`config.mk`:
```
export PLATFORM = sky130hd
export DESIGN_NAME = zliczanie_sekw
export DESIGN_NICKNAME = d
export VERILOG_FILES = /design/src/rtl/zliczanie_sekw.sv
export SDC_FILE = /design/constraint.sdc
export NUM_CORES = 1
export LEC_CHECK = 0
export CORE_MARGIN = 2
export CORE_UTILIZATION = 43
export CTS_CLUSTER_DIAMETER = 150
export DETAILED_ROUTE_END_ITERATION = 8
export GPL_ROUTABILITY_DRIVEN = 0
export HOLD_SLACK_MARGIN = 0.08
export PLACE_DENSITY = 0.78
export SLEW_MARGIN = 10
export SYNTH_ARGS = -nofsm -noshare
export SYNTH_HDL_FRONTEND = slang
export SYNTH_SLANG_ARGS = --single-unit
```
`constraint.sdc`:
```
create_clock -name i_clk -period 1.3 [get_ports i_clk]
set_clock_uncertainty 0.1 [all_clocks]
set_input_delay 0.195 -clock i_clk [delete_from_list [all_inputs] [get_ports i_clk]]
set_output_delay 0.195 -clock i_clk [all_outputs]
set_load 0.02 [all_outputs]
```
`src/rtl/zliczanie_sekw.sv`:
```
// Sequential ones-counter: accepts {i_argA, i_argB} on a valid/ready handshake, counts set bits
// one per clock and presents a BITS-wide count plus carry on a result valid/ready handshake.
`timescale 1ns/1ps
module zliczanie_sekw #(
    parameter int unsigned BITS = 2,
    parameter int unsigned LEN  = BITS * 2
) (
    input  logic                   i_clk,
    input  logic                   i_rst_n,
    input  logic                   i_valid,
    output logic                   o_ready,
    input  logic signed [BITS-1:0] i_argA,
    input  logic signed [BITS-1:0] i_argB,
    output logic                   o_valid,
    input  logic                   i_ready,
    output logic [BITS-1:0]        o_result,
    output logic                   o_carry
);

    localparam int unsigned CW = $clog2(LEN + 1);
    localparam int unsigned IW = $clog2(LEN);
    // Common width so the result slice and carry reduction stay legal for any BITS/CW ratio.
    localparam int unsigned XW = (CW > BITS) ? CW : BITS;

    typedef enum logic [1:0] {
        StIdle,
        StCount,
        StDone
    } state_e;

    state_e          state_q, state_d;
    logic [LEN-1:0]  shift_q, shift_d;
    logic [CW-1:0]   acc_q, acc_d;
    logic [CW-1:0]   acc_next;
    logic [IW-1:0]   idx_q, idx_d;
    logic [BITS-1:0] result_q, result_d;
    logic            carry_q, carry_d;
    logic [XW-1:0]   acc_ext;
    logic            last_bit;

    assign acc_next = acc_q + CW'(shift_q[0]);
    assign acc_ext  = XW'(acc_next);
    assign last_bit = (idx_q == IW'(LEN - 1));

    always_comb begin
        state_d  = state_q;
        shift_d  = shift_q;
        acc_d    = acc_q;
        idx_d    = idx_q;
        result_d = result_q;
        carry_d  = carry_q;
        unique case (state_q)
            StIdle: begin
                if (i_valid) begin
                    shift_d = LEN'({i_argA, i_argB});
                    acc_d   = '0;
                    idx_d   = '0;
                    state_d = StCount;
                end
            end
            StCount: begin
                acc_d   = acc_next;
                shift_d = shift_q >> 1;
                idx_d   = idx_q + IW'(1);
                if (last_bit) begin
                    state_d  = StDone;
                    result_d = acc_ext[BITS-1:0];
                    carry_d  = |(acc_ext >> BITS);
                end
            end
            StDone: begin
                if (i_ready) begin
                    state_d = StIdle;
                end
            end
            default: state_d = StIdle;
        endcase
    end

    always_ff @(posedge i_clk or negedge i_rst_n) begin
        if (!i_rst_n) begin
            state_q  <= StIdle;
            shift_q  <= '0;
            acc_q    <= '0;
            idx_q    <= '0;
            result_q <= '0;
            carry_q  <= 1'b0;
        end else begin
            state_q  <= state_d;
            shift_q  <= shift_d;
            acc_q    <= acc_d;
            idx_q    <= idx_d;
            result_q <= result_d;
            carry_q  <= carry_d;
        end
    end

    // Handshake flags decode only the state register, so no input reaches an output combinationally.
    assign o_ready  = (state_q == StIdle);
    assign o_valid  = (state_q == StDone);
    assign o_result = result_q;
    assign o_carry  = carry_q;

    a_hold_result : assert property (@(posedge i_clk) disable iff (!i_rst_n)
        (o_valid && !i_ready) |=> (o_valid && $stable(o_result) && $stable(o_carry)));

endmodule

```
==> results of run 1 <==
-- registers in the layout (all words and copies together) (netlist names) --
name	flops
shift_q	4
acc_q	3
idx_q	2
o_result	2
state_q	2
o_carry	1
-- synth_stat cells (all sizes together) --
cell type / count / area share
o21bai: 1 / 0.017
ha: 3 / 0.056
nor2: 5 / 0.028
a21oi: 4 / 0.030
o22ai: 6 / 0.056
dfrtp: 14 / 0.52
a22o: 3 / 0.039
nand2b: 2 / 0.030
o31ai: 1 / 0.011
nand2: 4 / 0.022
nand3: 2 / 0.015
xnor2: 1 / 0.013
o21ai: 3 / 0.022
nand3b: 1 / 0.030
nor2b: 1 / 0.0093
o311ai: 1 / 0.013
buf: 2 / 0.024
mux2: 2 / 0.045
inv: 3 / 0.017
-- layer usage --
metal  share of wire  up-vias  global-route usage
li1                -      260                   -
met1            0.43      263               0.189
met2            0.49       32               0.284
met3           0.066        4              0.0625
met4           0.013        0              0.0909
met5               0        -                   0
-- cell families (layout without fill, tap and decap cells) --
family / count (synthesis) / count (layout) / synth area share
buffers and inverters: 5 / 28 / 0.0410
multiplexers: 2 / 2 / 0.0448
adder cells (fa/ha/maj): 3 / 3 / 0.0560
AO/OA/AOI/OAI: 19 / 19 / 0.188
flip-flops: 14 / 14 / 0.522
AND/OR/NAND/NOR: 15 / 15 / 0.134
XOR/XNOR: 1 / 1 / 0.0131
-- critical path: stages, from the launching register on --
cell	delay [ns]
dfrtp_1	0.43
nor2_2	0.19
buf_6	0.14
-- metrics by stage --
step           cell area [µm²]  total power [W]  hold slack, ns  std cells  TNS (ns)
3_5_place_dp               855          0.00191           0.377         91    -0.487
5_1_grt                    911          0.00239           0.119         98    -0.161
6_report                   911          0.00223           0.120         98   -0.0331
4_1_cts                    873          0.00213           0.121         95         0
2_1_floorplan              686          0.00153          -0.201         59         0
3_3_place_gp               855          0.00185           0.363         91    -0.304
-- cell type report --
cell class,instances,share of cell area
flip-flops and latches,14,0.385
repair buffers,22,0.213
inverters,3,0.0124
multi-input cells,40,0.343
clock buffers,3,0.0247
well taps,16,0.0220
-- final timing paths --
check | from | end | slack [ns]
setup reg to reg | state_q[1] | o_result[1] | 0.02
setup / recovery | state_q[1] | o_ready | -0.03
min in group i_clk | i_ready | state_q[1] | 0.38
max in group asynchronous | i_rst_n | state_q[0] | 0.82
hold reg to reg | o_carry | o_carry | 0.39
hold / removal | i_rst_n | o_carry | 0.12
-- placed cells by master (no fill, tap or decap), types with 2 or more instances in the layout --
| cell | n |
|---|---|
| o22ai_1 | 6 |
| inv_2 | 2 |
| nand2_1 | 4 |
| clkdlybuf4s50_1 | 7 |
| o21ai_0 | 3 |
| nand3_1 | 2 |
| clkbuf_4 | 3 |
| mux2_4 | 2 |
| dfrtp_1 | 14 |
| a21oi_1 | 4 |
| buf_4 | 11 |
| a22o_1 | 3 |
| ha_2 | 2 |
| nor2_1 | 4 |
| clkdlybuf4s15_1 | 3 |
-- repair_timing --
item                                    in CTS  in global routing
endpoints found under the hold margin        0                  0
pin swaps                                    2                  2
setup buffers                                1                  3
gates resized for setup                     12                  8
endpoints found under the setup margin       6                  7
-- power groups by stage --
stage                     combinational [W]  sequential [W]  clock, W
after floorplan                    0.000713        0.000813         0
after global placement              0.00109        0.000763         0
after detailed placement            0.00113        0.000773         0
after CTS                           0.00111        0.000763  0.000253
after global routing                0.00130        0.000801  0.000281
final                               0.00120        0.000784  0.000246
==> results.toml, run 1 <==
[power_and_ir_drop]
comb_power_share = 0.538
power.switching_w = 0.000860
switching_share = 0.386
p_int_w = 0.00137
leakage_nw = 0.425
clkPwrFrac = 0.110
irDropWorstVdd_v = 0.00137
sequentialPowerShare = 0.351
power.density_nw_per_um2 = 2450

[global_route]
antenna_found_initial = 0
gr-total-overflow = 0
grt_pass1_wl_um = 2250
grt_pass1_vias = 506
grt_start_max_net_pins = 15
track_usage = 0.170

[route]
wirelength_um = 1470
ant_nets = 0
vias_per_cell = 5.70
vias = 559
wl_per_cell_um = 15.0
drc = 0
drt-initial-drc-count = 13
first_pass_iters = 6

[floorplan]
initial_core_util = 0.450
die_w_um = 43.5
die_h_um = 43.5
fp-row-count = 14
coreArea_um2 = 1490
die_area_um2 = 1890
boundaryPins = 13

[timing]
drv_slew = 0
finalHoldViolations = 0
finalSetupViolations = 1
rsz0062_at_grt = "yes"
post-route-period-util = 1.03
min_period_ns = 1.33
setup_ws_ns = -0.0331
slew_headroom = 0.842
fmax_mhz = 750
worstMarginPinSlew_ns = 0.235

[worst_setup_path]
path_class = "flip-flop to primary output"
worst_setup_path_end_kind = "primary output"
cp.arrival_ns = 1.04
startpoint_type = "flip-flop"
crit_fanout = 3
ff2ff_path_depth = 3
required_ns = 1.00

[placed_design]
pre_cts_slack_ns = -0.131
io_buffers = 12
hpwl_um = 1000

[final_layout]
syn2layout_area_growth_pct = 35.8
fillCellCount = 122
num-nets-final = 95
drive_above_1_share = 0.317
multi_input_area_um2 = 313
diodes = 0
seqCellArea_um2 = 350
final_core_util = 0.612

[clock_network]
cts.sinks = 14
cts_tree = "built"
cts-root-buf = "clkbuf_4"
clkLatencyLatePin_ns = 0.28
clk_pin_slew_worst_paths_ns = 0.08
clk_path_buf_depth = 2
cts_max_level = 1
postCtsHoldBufs = 0
cts-buffers-inserted = 3

[flow_run]
drv_cap = 0

[synthesis]
synth_fp_nets = 70
syn_inst = 59
yosys_warnings = 0
syn_avg_cell_area_um2 = 11.4
synth_area_um2 = 671
yosysUniqueCellTypes = 22
ys_seq_elements = 14
ys_seq_area_frac = 0.522

[status]
outcome = "finished with violations"
violations = "negative setup slack"

[worst_hold_path]
hold_path_class = "primary input to asynchronous set/reset pin"
Note: power is estimated with default switching activity, not from simulation.
==> run 2, diff against run 1 <==
GPL_ROUTABILITY_DRIVEN = not set   (was 0)
==> results of run 2 <==
Final layout, timing and power as in run 1 (identical DEF).
==> run 3, diff against run 2 <==
CORE_AREA = 2 2 39 41   (was not set)
CORE_MARGIN = not set   (was 2)
CORE_UTILIZATION = not set   (was 43)
DIE_AREA = 0 0 41 43   (was not set)
DONT_BUFFER_PORTS = 1   (was not set)
PLACE_DENSITY = 0.75   (was 0.78)
==> run 3 against run 2 <==
- the flow still finishes with violations (negative setup slack)
- die area fell by 6.8%
- power increased by 6.0%
- non-clock buffer count down 4
- flip-flop and latch count unchanged
- design area increased by 1.8%
- setup slack better by 0.032 ns
==> results.toml, run 3 (synthesis gave the netlist of run 1 again) <==
[power_and_ir_drop]
p_total_w = 0.00236
leakage_nw = 0.419
irDropWorstVdd_v = 0.00142
switching_share = 0.388
p_int_w = 0.00145
sequentialPowerShare = 0.379
power.switching_w = 0.000918
comb_power_share = 0.490
clkPwrFrac = 0.131
power.density_nw_per_um2 = 2550

[worst_setup_path]
path_delay_family = "flip-flops"
startpoint_type = "flip-flop"
worst_setup_path_end_kind = "flip-flop"
path_buf_inv = 1
required_ns = 1.37
cp_slowest_stage_delay_ns = 0.47
cp.arrival_ns = 1.37
path_cells = "buf_6, nand3b_4, mux2_4"
crit_fanout = 6
path_class = "flip-flop to flip-flop"
crit_slowest_cell = "dfrtp_2"

[floorplan]
boundaryPins = 13
initial_core_util = 0.485
die_w_um = 41
die_area_um2 = 1760
fp-row-count = 14
die_h_um = 43
coreArea_um2 = 1380

[route]
wl_met1_um = 692
met3_length_um = 83
drt-initial-drc-count = 21
highest_layer = "met4"
wirelength_um = 1520
vias = 535
ant_nets = 0
vias_per_cell = 5.63
wl_per_cell_um = 16.0
routed-wl-met2_um = 721
drc = 0
first_pass_iters = 4

[final_layout]
top_register = "shift_q"
syn2layout_area_growth_pct = 38.2
mostFrequentLayoutCell = "dfrtp_1"
num-nets-final = 91
final_cell_mix = "12 x dfrtp_1, 8 x buf_4, 7 x dlygate4sd3_1, 6 x o22ai_1"
final_core_util = 0.670
largest_registers = "shift_q x4, acc_q x3"
final_area_um2 = 927
diodes = 0
drive_above_1_share = 0.354
largest_reg_flops = 4

[global_route]
grt_start_max_net_pins = 15
grt_pass1_vias = 559
antenna_found_initial = 0
gr-total-overflow = 0
track_usage = 0.203
grt_pass1_wl_um = 2380

[placed_design]
hpwl_um = 932
place_congestion = 0.790
io_buffers = 0
place_area_um2 = 727

[worst_hold_path]
hold_path_class = "primary input to flip-flop"

[timing]
min_period_ns = 1.30
finalSetupViolations = 1
setup_tns_ns = -0.00113
post-route-period-util = 1.00
fmax_mhz = 769
drv_slew = 0
finalHoldViolations = 0
slew_headroom = 0.579
setup_ws_ns = -0.00113
worstMarginPinSlew_ns = 0.630
rsz0062_at_grt = "yes"

[flow_run]
drv_cap = 0

[clock_network]
clk_pin_slew_worst_paths_ns = 0.08
clkLatencyLatePin_ns = 0.28
cts-buffers-inserted = 3
cts-root-buf = "clkbuf_4"
cts_tree = "built"
cts.sinks = 14
clk_path_buf_depth = 2
cts_max_level = 1

[status]
outcome = "finished with violations"
violations = "negative setup slack"
run 3: cell count changes in the layout (fill, tap and decap cells not counted), moves of 2 or more:
cell | previous run | this run
dlygate4sd3_1 | 0 | 7
dfrtp_2 | 0 | 2
clkdlybuf4s15_1 | 3 | 0
buf_4 | 11 | 8
buf_6 | 1 | 3
ha_2 | 2 | 0
dfrtp_1 | 14 | 12
clkdlybuf4s50_1 | 7 | 0
nor2_4 | 0 | 2
run 3: worst paths after layout:
check	startpoint	slack (ns)	to	depth (start not counted)
max	state_q[1]	-0.001	o_result[0]	3
min	i_valid	0.07	idx_q[0]	3
max reg2reg	state_q[1]	-0.001	o_result[0]	3
min reg2reg	idx_q[1]	0.42	idx_q[1]	1
max in group asynchronous	i_rst_n	0.39	state_q[1]	1
min in group asynchronous	i_rst_n	0.27	shift_q[2]	1
run 3: layer usage:
metal  global-route usage  vias up
met2                0.313       18
li1                     -      254
met4                0.100        0
met1                0.264      259
met5                    0        -
met3               0.0314        4
run 3: worst reg2reg max path: stages, from the launching register on:
cell and delay (ns):
dfrtp_2 0.47, buf_6 0.15, nand3b_4 0.17, mux2_4 0.30
run 3: cell type report:
type | instances | area [µm²]
fill | 95 | 457
sequential | 14 | 353
multi-input combinational | 40 | 340
timing repair buffer | 18 | 164
clock buffer | 4 | 36.3
tap | 16 | 20.0
inverter | 3 | 13.8
run 3: what timing repair did:
action / CTS / global route
setup buffers: 3 / 3
pin swaps: 1 / 1
hold buffers: 7 / 0
hold endpoints to repair: 20 / 0
endpoints found under the setup margin: 4 / 6
gates resized for setup: 5 / 9
run 3: power groups by stage:
| stage | combinational, W | sequential [W] | clock (W) |
|---|---|---|---|
| after floorplan | 0.000713 | 0.000813 | 0 |
| after global placement | 0.000814 | 0.000891 | 0 |
| after detailed placement | 0.000843 | 0.000906 | 0 |
| after CTS | 0.00103 | 0.000851 | 0.000316 |
| after global routing | 0.00127 | 0.000921 | 0.000340 |
| final | 0.00116 | 0.000896 | 0.000309 |
run 3: metrics by stage:
step                      cells  hold WS (ns)  setup slack, ns
after global placement       78        -0.200           0.0332
after CTS                    92        0.0983         -0.00658
final                        95        0.0726         -0.00113
after global routing         95        0.0955          -0.0262
after floorplan              59        -0.201           0.0257
after detailed placement     78        -0.200          0.00486
